$ cat src/rtl/rect_plotter_if.sv
// Request/pixel bundle between a rectangle client and rect_plotter.
// The slave side is the plotter; the master side is whoever issues draws.
interface rect_plotter_if #(
  parameter int X_W      = 9,
  parameter int Y_W      = 8,
  parameter int COLOUR_W = 3
);
  logic                start;
  logic [1:0]          mode;
  logic [X_W-1:0]      originX;
  logic [Y_W-1:0]      originY;
  logic [X_W-1:0]      rectW;
  logic [Y_W-1:0]      rectH;
  logic [COLOUR_W-1:0] colour;
  logic [COLOUR_W-1:0] bgColour;
  logic                hold;
  logic [X_W-1:0]      vgaX;
  logic [Y_W-1:0]      vgaY;
  logic [COLOUR_W-1:0] vgaColour;
  logic                plot;
  logic                busy;
  logic                done;

  modport master (
    output start, mode, originX, originY, rectW, rectH, colour, bgColour, hold,
    input  vgaX, vgaY, vgaColour, plot, busy, done
  );

  modport slave (
    input  start, mode, originX, originY, rectW, rectH, colour, bgColour, hold,
    output vgaX, vgaY, vgaColour, plot, busy, done
  );
endinterface

$ cat src/rtl/rect_plotter.sv
// Rectangle draw engine: walks a latched rectangle in raster order, one cell
// per non-held clock, emitting registered pixel coordinates, colour and plot.
module rect_plotter #(
  parameter int X_W      = 9,
  parameter int Y_W      = 8,
  parameter int COLOUR_W = 3,
  parameter int SCREEN_W = 320,
  parameter int SCREEN_H = 240
) (
  input logic         clock,
  input logic         reset,
  rect_plotter_if.slave rp
);
  typedef enum logic [1:0] {IDLE, DRAW, DONE} state_t;

  localparam logic [X_W:0]   SW    = SCREEN_W[X_W:0];
  localparam logic [Y_W:0]   SH    = SCREEN_H[Y_W:0];
  localparam logic [X_W-1:0] X_ONE = {{(X_W-1){1'b0}}, 1'b1};
  localparam logic [Y_W-1:0] Y_ONE = {{(Y_W-1){1'b0}}, 1'b1};

  state_t              state_q, state_d;
  logic [X_W-1:0]      col_q, col_d, org_x_q, org_x_d, w_q, w_d;
  logic [Y_W-1:0]      row_q, row_d, org_y_q, org_y_d, h_q, h_d;
  logic [1:0]          mode_q, mode_d;
  logic [COLOUR_W-1:0] fg_q, fg_d, bg_q, bg_d;
  logic [X_W-1:0]      vga_x_q, vga_x_d;
  logic [Y_W-1:0]      vga_y_q, vga_y_d;
  logic [COLOUR_W-1:0] vga_c_q, vga_c_d;
  logic                plot_q, plot_d, busy_q, busy_d, done_q, done_d;

  logic [X_W:0] sum_x;
  logic [Y_W:0] sum_y;
  logic         last_col, last_row, in_bounds, selected, is_clear;

  // Sums are one bit wider so off-screen cells past the field range still clip.
  assign sum_x     = {1'b0, org_x_q} + {1'b0, col_q};
  assign sum_y     = {1'b0, org_y_q} + {1'b0, row_q};
  assign in_bounds = (sum_x < SW) && (sum_y < SH);
  assign last_col  = (col_q == w_q - X_ONE);
  assign last_row  = (row_q == h_q - Y_ONE);
  assign is_clear  = (mode_q == 2'b10);
  assign selected  = (mode_q != 2'b01) || (col_q == '0) || last_col ||
                     (row_q == '0) || last_row;

  always_comb begin
    state_d = state_q;
    col_d   = col_q;
    row_d   = row_q;
    org_x_d = org_x_q;
    org_y_d = org_y_q;
    w_d     = w_q;
    h_d     = h_q;
    mode_d  = mode_q;
    fg_d    = fg_q;
    bg_d    = bg_q;
    vga_x_d = vga_x_q;
    vga_y_d = vga_y_q;
    vga_c_d = vga_c_q;
    plot_d  = 1'b0;
    busy_d  = busy_q;
    done_d  = 1'b0;
    case (state_q)
      IDLE: begin
        if (rp.start) begin
          org_x_d = rp.originX;
          org_y_d = rp.originY;
          w_d     = rp.rectW;
          h_d     = rp.rectH;
          mode_d  = rp.mode;
          fg_d    = rp.colour;
          bg_d    = rp.bgColour;
          col_d   = '0;
          row_d   = '0;
          busy_d  = 1'b1;
          state_d = (rp.rectW == '0 || rp.rectH == '0) ? DONE : DRAW;
        end
      end
      DRAW: begin
        // Clipped and outline-interior cells still take their cycle, plot=0.
        if (!rp.hold) begin
          vga_x_d = sum_x[X_W-1:0];
          vga_y_d = sum_y[Y_W-1:0];
          vga_c_d = is_clear ? bg_q : fg_q;
          plot_d  = in_bounds && selected;
          if (last_col) begin
            col_d = '0;
            row_d = row_q + Y_ONE;
            if (last_row) state_d = DONE;
          end else begin
            col_d = col_q + X_ONE;
          end
        end
      end
      DONE: begin
        busy_d  = 1'b0;
        done_d  = 1'b1;
        state_d = IDLE;
      end
      default: state_d = IDLE;
    endcase
  end

  always_ff @(posedge clock) begin
    if (reset) begin
      state_q <= IDLE;
      col_q   <= '0;
      row_q   <= '0;
      org_x_q <= '0;
      org_y_q <= '0;
      w_q     <= '0;
      h_q     <= '0;
      mode_q  <= '0;
      fg_q    <= '0;
      bg_q    <= '0;
      vga_x_q <= '0;
      vga_y_q <= '0;
      vga_c_q <= '0;
      plot_q  <= 1'b0;
      busy_q  <= 1'b0;
      done_q  <= 1'b0;
    end else begin
      state_q <= state_d;
      col_q   <= col_d;
      row_q   <= row_d;
      org_x_q <= org_x_d;
      org_y_q <= org_y_d;
      w_q     <= w_d;
      h_q     <= h_d;
      mode_q  <= mode_d;
      fg_q    <= fg_d;
      bg_q    <= bg_d;
      vga_x_q <= vga_x_d;
      vga_y_q <= vga_y_d;
      vga_c_q <= vga_c_d;
      plot_q  <= plot_d;
      busy_q  <= busy_d;
      done_q  <= done_d;
    end
  end

  assign rp.vgaX      = vga_x_q;
  assign rp.vgaY      = vga_y_q;
  assign rp.vgaColour = vga_c_q;
  assign rp.plot      = plot_q;
  assign rp.busy      = busy_q;
  assign rp.done      = done_q;
endmodule

$ cat src/flat_wrapper.sv
// flat-port wrapper written by rule: the top's interface ports become plain ports
module rect_plotter_flat 
#(
  parameter int X_W      = 9,
  parameter int Y_W      = 8,
  parameter int COLOUR_W = 3,
  parameter int SCREEN_W = 320,
  parameter int SCREEN_H = 240
)
  (clock, reset, rp_start, rp_mode, rp_originX, rp_originY, rp_rectW, rp_rectH, rp_colour, rp_bgColour, rp_hold, rp_vgaX, rp_vgaY, rp_vgaColour, rp_plot, rp_busy, rp_done);
  rect_plotter_if #(.X_W(X_W), .Y_W(Y_W), .COLOUR_W(COLOUR_W)) rp_i ();
  input logic clock;
  input logic reset;
  input wire logic [$bits(rp_i.start)-1:0] rp_start;
  input wire logic [$bits(rp_i.mode)-1:0] rp_mode;
  input wire logic [$bits(rp_i.originX)-1:0] rp_originX;
  input wire logic [$bits(rp_i.originY)-1:0] rp_originY;
  input wire logic [$bits(rp_i.rectW)-1:0] rp_rectW;
  input wire logic [$bits(rp_i.rectH)-1:0] rp_rectH;
  input wire logic [$bits(rp_i.colour)-1:0] rp_colour;
  input wire logic [$bits(rp_i.bgColour)-1:0] rp_bgColour;
  input wire logic [$bits(rp_i.hold)-1:0] rp_hold;
  output wire logic [$bits(rp_i.vgaX)-1:0] rp_vgaX;
  output wire logic [$bits(rp_i.vgaY)-1:0] rp_vgaY;
  output wire logic [$bits(rp_i.vgaColour)-1:0] rp_vgaColour;
  output wire logic [$bits(rp_i.plot)-1:0] rp_plot;
  output wire logic [$bits(rp_i.busy)-1:0] rp_busy;
  output wire logic [$bits(rp_i.done)-1:0] rp_done;
  assign rp_i.start = rp_start;
  assign rp_i.mode = rp_mode;
  assign rp_i.originX = rp_originX;
  assign rp_i.originY = rp_originY;
  assign rp_i.rectW = rp_rectW;
  assign rp_i.rectH = rp_rectH;
  assign rp_i.colour = rp_colour;
  assign rp_i.bgColour = rp_bgColour;
  assign rp_i.hold = rp_hold;
  assign rp_vgaX = rp_i.vgaX;
  assign rp_vgaY = rp_i.vgaY;
  assign rp_vgaColour = rp_i.vgaColour;
  assign rp_plot = rp_i.plot;
  assign rp_busy = rp_i.busy;
  assign rp_done = rp_i.done;
  rect_plotter #(.X_W(X_W), .Y_W(Y_W), .COLOUR_W(COLOUR_W), .SCREEN_W(SCREEN_W), .SCREEN_H(SCREEN_H)) u_core (.clock(clock), .reset(reset), .rp(rp_i));
endmodule
$ cat config.mk
export PLATFORM = sky130hd
export DESIGN_NAME = rect_plotter_flat
export DESIGN_NICKNAME = d
export VERILOG_FILES = /design/src/rtl/rect_plotter_if.sv /design/src/rtl/rect_plotter.sv /design/src/flat_wrapper.sv
export SDC_FILE = /design/constraint.sdc
export NUM_CORES = 1
export LEC_CHECK = 0
export ABC_AREA = 1
export CELL_PAD_IN_SITES_DETAIL_PLACEMENT = 1
export CELL_PAD_IN_SITES_GLOBAL_PLACEMENT = 1
export CORE_UTILIZATION = 39
export DETAILED_ROUTE_END_ITERATION = 7
export PLACE_DENSITY_LB_ADDON = 0.08
export SYNTH_ARGS = -nofsm -noshare
export SYNTH_HDL_FRONTEND = slang
export SYNTH_SLANG_ARGS = --single-unit
$ cat constraint.sdc
create_clock -name clock -period 2 [get_ports clock]
set_input_delay 0.2 -clock clock [delete_from_list [all_inputs] [get_ports clock]]
set_output_delay 0.2 -clock clock [all_outputs]
set_load 0.01 [all_outputs]
==> results.md, run 1 <==
- R2r startpoint: u_core.w_q[1]
- Inst Count DP: 930
- Dpl ws: 0.0386 ns
- Final WS setup: 0.146 ns
- CTS Hold Buffers Added: 0
- Total power: 4.74 mW
- #FFs+latches synth: 84
- Worst hold margin: 0.454 ns
- Largest net degree at the start of global routing: 56
- DRC: 0
- Fin. max-slew vios: 0
- Worst hold path class: input port to register
- Detail Placement HPWL: 11300 um
- Worst VDD drop: 522 uV
- Cell Area, Synth: 0.00479 mm2
- Fmax achieved: 539 MHz
- TritonCTS clock tree: done
- CP Launch Type: register
- Initial antenna violation count: 0
- Core ar.: 0.0120 mm2
- Worst Max-Slew Pin Slew: 0.421 ns
- Part of the cycle the worst path needs: 92.7%
- Die area: 0.0127 mm2
- FF/Latch Area: 0.00169 mm2
- Ant diodes: 0
- Die X: 113 um
- Number of port buffers: 68
- Router iterations before antenna repair: 4
- Maximum clock path buffer count: 2
- Overall Global Routing Usage: 25.3%
- CP Class: register to register
- Ys Warns: 0
- First-pass GRT wire length: 25300 um
- Vias in the first global route: 5210
- RSZ-0062 raised after global routing: true
- Synth-to-Final Area Change: 27.4%
- Tmin final: 1.85 ns
- Multi-input logic area: 0.00279 mm2
- Io pins: 69
- Synth unique cells: 30
- Die Ht: 113 um
- Clock Skew: 0.00859 ns
- Relative slew slack: 71.7%
- Via density: 5.13
- Mapped Nets: 790
- TritonCTS buffer count: 9
- Root buffer cell: clkbuf_16
- Worst-skew pair later-pin latency: 0.35 ns
- Hold Fails Final Rpt: 0
- Setup TNS Final: 0 ns
- Lkg Pwr: 2.74 nW
- Pwr dens: 777 mW/mm2
- Crit end category: register
- Final Setup Violations: 0
- H-tree Lvls: 3
- Max cap viols: 0
- Via count: 4854
- CP required: 2.24 ns
- Critical Path AT: 2.10 ns
- Synthesized instance count: 719
- Crit-path max FO: 11
- TritonCTS sink count: 84
- Critical Path Start: u_core.w_q[1]
- Initial core utilization: 39.9%
- Share of layout cells above drive strength 1: 8.89%
- Filler cell count: 1582
- Status: complete, no violations
- WL final: 15000 um
- Antenna Violating Nets Remaining: 0
- Starting DRT DRC Count: 168
- Final Non-Filler Cells: 946
- Syn Area/Cell: 6.66 um2
- Post-DR wirelength/cell: 15.8 um
- HP Start: rp_rectW[8]
- Most common cell after layout, fill and taps aside: nand2_1
- Most frequent cells in the layout: nand2_1 (144), nor2_1 (125), dfxtp_1 (78), inv_1 (69), clkdlybuf4s50_1 (68)
- Final Net Count: 865
- Final RePlAce weighted congestion: 0.890
- Clk pin slew, worst setup/hold paths: 0.06 ns
- FP Rows: 40
- GRT overflow: 0
- Seq/Total Area, Yosys: 35.1%
-- cell usage after synthesis --
library cell | number | share of area [%]
nand2_1 | 144 | 11
nor2_4 | 1 | 0.24
o21ai_0 | 63 | 6.6
buf_2 | 10 | 1.0
clkbuf_1 | 16 | 1.3
a21oi_1 | 46 | 4.8
xor2_1 | 16 | 2.9
nand3_1 | 56 | 5.9
nand4_1 | 6 | 0.78
buf_6 | 1 | 0.24
o21bai_1 | 8 | 1.3
inv_1 | 69 | 5.4
nand2_4 | 2 | 0.47
a31oi_1 | 2 | 0.26
inv_2 | 4 | 0.31
o21ai_2 | 1 | 0.18
nor2_2 | 1 | 0.13
xnor2_1 | 8 | 1.5
o21ai_1 | 1 | 0.10
ha_1 | 23 | 6.0
fa_1 | 2 | 0.84
clkbuf_2 | 2 | 0.21
nor4_1 | 6 | 0.78
dfxtp_1 | 84 | 35
o211ai_1 | 4 | 0.63
o21a_1 | 1 | 0.16
nor3_1 | 12 | 1.3
nor2_1 | 126 | 9.9
nor3b_1 | 1 | 0.16
or2_2 | 3 | 0.39
-- path summary, 6_finish.rpt --
path / end / slack (ns) / cells after the start
worst max-delay path: u_core.state_q[0] / 0.15 / 11
worst min-delay path: u_core.w_q[8] / 0.45 / 3
worst max register to register: u_core.state_q[0] / 0.15 / 11
worst min register to register: u_core.rp.vgaColour[1] / 0.47 / 2
-- through the flow --
stage / area [um2] / util, %
finish: 6100 / 50.8
global route: 6100 / 50.8
CTS: 6010 / 50.0
detailed placement: 5740 / 47.8
global placement: 5740 / 47.8
floorplan: 4790 / -
-- logic make-up (layout without fill, tap and decap cells) --
| group | count (synthesis) | in the layout | share of synthesized area (%) |
|---|---|---|---|
| buffers and inverters | 102 | 182 | 8.46 |
| flip-flops | 84 | 84 | 35.1 |
| AO/OA/AOI/OAI | 126 | 126 | 14.0 |
| adder cells (fa/ha/maj) | 25 | 25 | 6.84 |
| XOR/XNOR | 24 | 24 | 4.39 |
| AND/OR/NAND/NOR | 358 | 358 | 31.2 |
-- per-layer routing --
layer	part of all wire, %	track usage, %	routed length (um)
met5	0	0	0
met4	1.5	6.76	222
met3	3.4	5.36	504
met2	47	43.7	7090
met1	48	31.8	7170
-- registers in the layout, summed over array words and instances, names as in the netlist --
name	count
u_core.rp.vgaColour	3
u_core.state_q	2
u_core.rp.plot	1
u_core.org_y_q	8
u_core.fg_q	3
u_core.org_x_q	9
u_core.mode_q	2
u_core.rp.vgaX	9
u_core.h_q	8
u_core.bg_q	3
u_core.row_q	8
u_core.w_q	9
u_core.col_q	9
u_core.rp.busy	1
u_core.rp.done	1
u_core.rp.vgaY	8
-- cell type report --
type                    count  area share [%]
multi-input cells         533            45.7
flip-flops and latches     84            27.7
repair buffers             93            14.6
inverters                  73            4.49
clock buffers              11            3.82
well taps                 147            3.02
clock inverters             5           0.615
-- worst max-delay path, cell delays in order (launching register included) --
cell and delay [ns]:
dfxtp_1 0.33, inv_1 0.06, ha_1 0.28, xor2_1 0.16, nand3_1 0.10, nor2_1 0.11
nand3_1 0.10, o21ai_2 0.14, buf_4 0.20, nand2_1 0.10, nor2_1 0.12, nor2_1 0.05
-- where the power goes --
part | total (mW) | internal, mW | switching, mW
sequential | 1.96 | 1.83 | 0.133
clock | 1.57 | 0.847 | 0.722
combinational | 1.21 | 0.511 | 0.702
-- what timing repair did --
| action | 4_1_cts | 5_1_grt |
|---|---|---|
| resized for setup | 0 | 25 |
| endpoints found under the setup margin | 0 | 3 |
| setup buffers | 0 | 0 |
Note: power is estimated with default switching activity, not from simulation.
==> run 2: changes to the inputs <==
ABC_AREA = not set   (was 1)
CORE_UTILIZATION = 40   (was 39)
TNS_END_PERCENT = 20   (was not set)
==> run 2 against run 1 <==
Compared with the run above:
- the flow now finishes with violations (setup timing)
- via count increased by 0.56%
- power shrank 12%
- hold slack lost 0.14 ns
- sequential cell count stayed put
- synthesized cell count shrank 19%
- first-iteration DRC count shrank 9.5%
- sequential power is 8% lower
- core utilization grew 8.8 points
- critical endpoint is now u_core.rp.plot
- highest routed layer unchanged
==> results.md, run 2 <==
- Initial core utilization: 41.8% (was 39.9%)
- Synth-to-Final Area Change: 42.4% (was 27.4%)
- Via count: 4881 (was 4854)
- Worst hold margin: 0.310 ns (was 0.454 ns)
- Largest net degree at the start of global routing: 40 (was 56)
- Share of the synthesized area in the top cell type: 36.4% (was 35.1%)
- Clock Skew: 0.00649 ns (was 0.00859 ns)
- CP Class: register to register (unchanged)
- Mapped Nets: 653 (was 790)
- Die X: 109 um (was 113 um)
- Post-synth EDFFs: 0 (unchanged)
- Final Net Count: 793 (was 865)
- Cell taking the most area after synthesis: dfxtp_1 (unchanged)
- WL final: 15700 um (was 15000 um)
- Router iterations before antenna repair: 4 (unchanged)
- Detail Placement HPWL: 11300 um (about the same)
- Most frequent cells in the layout: nand2_1 (121), buf_4 (86), dfxtp_1 (78), clkdlybuf4s50_1 (67), a21oi_1 (63) (was nand2_1 (144), nor2_1 (125), dfxtp_1 (78), inv_1 (69), clkdlybuf4s50_1 (68))
- Post-Synth Adder-Cell Area: 7.10% (was 6.84%)
- Antenna Violating Nets Remaining: 0 (unchanged)
- Final RePlAce weighted congestion: 0.905 (was 0.890)
- Xor/xnor share of the synthesized area: 5.50% (was 4.39%)
- Vias in the first global route: 5123 (was 5210)
- Critical Path AT: 2.61 ns (was 2.10 ns)
- Fmax achieved: 420 MHz (was 539 MHz)
- Max stage delay on crit path: 0.60 ns (was 0.33 ns)
- Status: finished, violations left (was complete, no violations)
- Simple-gate share of the synthesized area: 24.3% (was 31.2%)
- FP Rows: 38 (was 40)
- Part of the cycle the worst path needs: 119% (was 92.7%)
- Final Setup Violations: 23 (was 0)
- Post-DR wirelength/cell: 18.2 um (was 15.8 um)
- Dpl ws: -0.497 ns (was 0.0386 ns)
- Worst VDD drop: 600 uV (was 522 uV)
- GRT overflow: 0 (unchanged)
- Max cap viols: 0 (unchanged)
- RSZ-0062 raised after global routing: true (unchanged)
- TritonCTS sink count: 84 (unchanged)
- Worst path cell trace: buf_4 -> inv_1 -> ha_1 -> or4b_2 -> nor4_1 -> a21oi_1 -> nand3b_1 -> a311oi_1 -> a2111oi_0 (was inv_1 -> ha_1 -> xor2_1 -> nand3_1 -> nor2_1 -> nand3_1 -> o21ai_2 -> buf_4 -> nand2_1 -> nor2_1 -> nor2_1)
- Seq/Total Area, Yosys: 36.4% (was 35.1%)
- Tmin final: 2.38 ns (was 1.85 ns)
- Most common cell after layout, fill and taps aside: nand2_1 (unchanged)
- Overall Global Routing Usage: 27.1% (was 25.3%)
- Die area: 0.0120 mm2 (was 0.0127 mm2)
- Starting DRT DRC Count: 152 (was 168)
- Core ar.: 0.0110 mm2 (was 0.0120 mm2)
- Via density: 5.64 (was 5.13)
- Largest family of logic cells by synthesized area: simple AND/OR/NAND/NOR gates (unchanged)
- First-pass GRT wire length: 24600 um (was 25300 um)
- Root buffer cell: clkbuf_16 (unchanged)
- Number of port buffers: 68 (unchanged)
- Ant diodes: 0 (unchanged)
- Synth cell count leaders: nand2_1 (121), dfxtp_1 (84), a21oi_1 (69) (was nand2_1 (144), nor2_1 (126), dfxtp_1 (84))
- DRC: 0 (unchanged)
- Pwr dens: 634 mW/mm2 (was 777 mW/mm2)
- Lkg Pwr: 2.64 nW (was 2.74 nW)
- #FFs+latches synth: 84 (unchanged)
- Crit end category: register (unchanged)
- Fin. max-slew vios: 0 (unchanged)
- Inst Count DP: 846 (was 930)
- Relative slew slack: 68.1% (was 71.7%)
- Top-count cell post-synth: nand2_1 (unchanged)
- Hold Fails Final Rpt: 0 (unchanged)
- Slowest CP cell: or4b_2 (was dfxtp_1)
- Final Non-Filler Cells: 865 (was 946)
- Final WS setup: -0.379 ns (was 0.146 ns)
- Worst-skew pair later-pin latency: 0.34 ns (was 0.35 ns)
- Die Ht: 109 um (was 113 um)
- Compound-Gate Fraction of Synth Area: 21.5% (was 14.0%)
- CP Launch Type: register (unchanged)
- Synth unique cells: 56 (was 30)
- Maximum clock path buffer count: 2 (unchanged)
- Share of layout cells above drive strength 1: 21.4% (was 8.89%)
- Clk pin slew, worst setup/hold paths: 0.06 ns (about the same)
- Syn Area/Cell: 7.93 um2 (was 6.66 um2)
- Synthesized instance count: 582 (was 719)
- Ys Warns: 0 (unchanged)
- Crit-path max FO: 5 (was 11)
- Asr flop ratio synth: 0% (unchanged)
- Worst Max-Slew Pin Slew: 0.478 ns (was 0.421 ns)
- CP required: 2.23 ns (was 2.24 ns)
- H-tree Lvls: 3 (unchanged)
- Core Util, Final: 59.6% (was 50.8%)
- Post-synthesis mux area share: 1.52% (was 0%)
- TritonCTS clock tree: done (unchanged)
- Cell Area, Synth: 0.00461 mm2 (was 0.00479 mm2)
- Failing checks: setup timing
- Most used DFF post-synth: dfxtp_1 (unchanged)
- Setup TNS Final: -4.06 ns (was 0 ns)
- Initial antenna violation count: 0 (unchanged)
- Largest cells by area after synthesis: dfxtp_1 (36%), nand2_1 (9.8%), a21oi_1 (7.5%) (was dfxtp_1 (35%), nand2_1 (11%), nor2_1 (9.9%))
- Io pins: 69 (unchanged)
- TritonCTS buffer count: 9 (unchanged)
- Worst hold path class: input port to register (unchanged)
==> run 2: cell count changes in the layout (fill, tap and decap cells not counted), sizes merged, moves of 25 or more <==
cell and change:
nor2 -98, o21ai -51, inv -61, buf +68, nand2 -25, nand3 -49
==> run 2: logic make-up after synthesis <==
kind of cell	count (synthesis)
AND/OR/NAND/NOR	238
multiplexers	7
buffers and inverters	44
AO/OA/AOI/OAI	155
XOR/XNOR	29
adder cells (fa/ha/maj)	25
flip-flops	84
==> run 2: power breakdown <==
group	total [mW]	switching, mW	internal (mW)
logic	0.862	0.449	0.413
registers	1.81	0.0586	1.75
clock network	1.49	0.634	0.859
==> run 2: path summary, 6_finish.rpt <==
check	startpoint	end	slack, ns	cells after the start
worst min register to register	u_core.rp.vgaX[5]	u_core.rp.vgaX[5]	0.46	2
worst max register to register	u_core.row_q[0]	u_core.rp.plot	-0.38	9
worst min-delay path	reset	u_core.rp.plot	0.31	5
worst max-delay path	u_core.row_q[0]	u_core.rp.plot	-0.38	9
==> run 2: area by class of cell <==
class | instances | area (um2)
repair buffers | 160 | 1390
multi-input cells | 454 | 3010
clock buffers | 12 | 246
well taps | 140 | 175
inverters | 13 | 48.8
fillers | 1350 | 4460
clock inverters | 2 | 12.5
flip-flops and latches | 84 | 1690
==> run 2: worst max-delay path, delay by kind of cell, from the launching register on <==
family                   cells  cell delay [ns]
adder cells (fa/ha/maj)      1             0.14
buffers and inverters        2             0.25
AO/OA/AOI/OAI                3             0.49
AND/OR/NAND/NOR              3             1.06
flip-flops                   1             0.33
==> run 2: timing repair <==
action                                  CTS  global route
endpoints found under the hold margin     0             0
pin swaps                                17             8
hold buffers                              0             0
cloned                                    1             0
gates resized for setup                  31            23
buffers inserted                          2             2
endpoints found under the setup margin   27            27
==> run 2: layer usage <==
metal | routed length [um] | vias up | track usage, % | part of all wire (%)
li1 | - | 2359 | - | -
met1 | 6290 | 2398 | 29.0 | 40
met2 | 8490 | 100 | 51.8 | 54
met3 | 614 | 24 | 5.69 | 3.9
met4 | 311 | 0 | 9.90 | 2.0
met5 | 0 | - | 0 | 0
==> run 2: through the flow <==
step                power (mW)  instance area (um2)
finish                    4.16                 6570
global route              4.35                 6570
CTS                       4.17                 6450
detailed placement        2.62                 6050
global placement          2.58                 6050
floorplan                 2.24                 4660
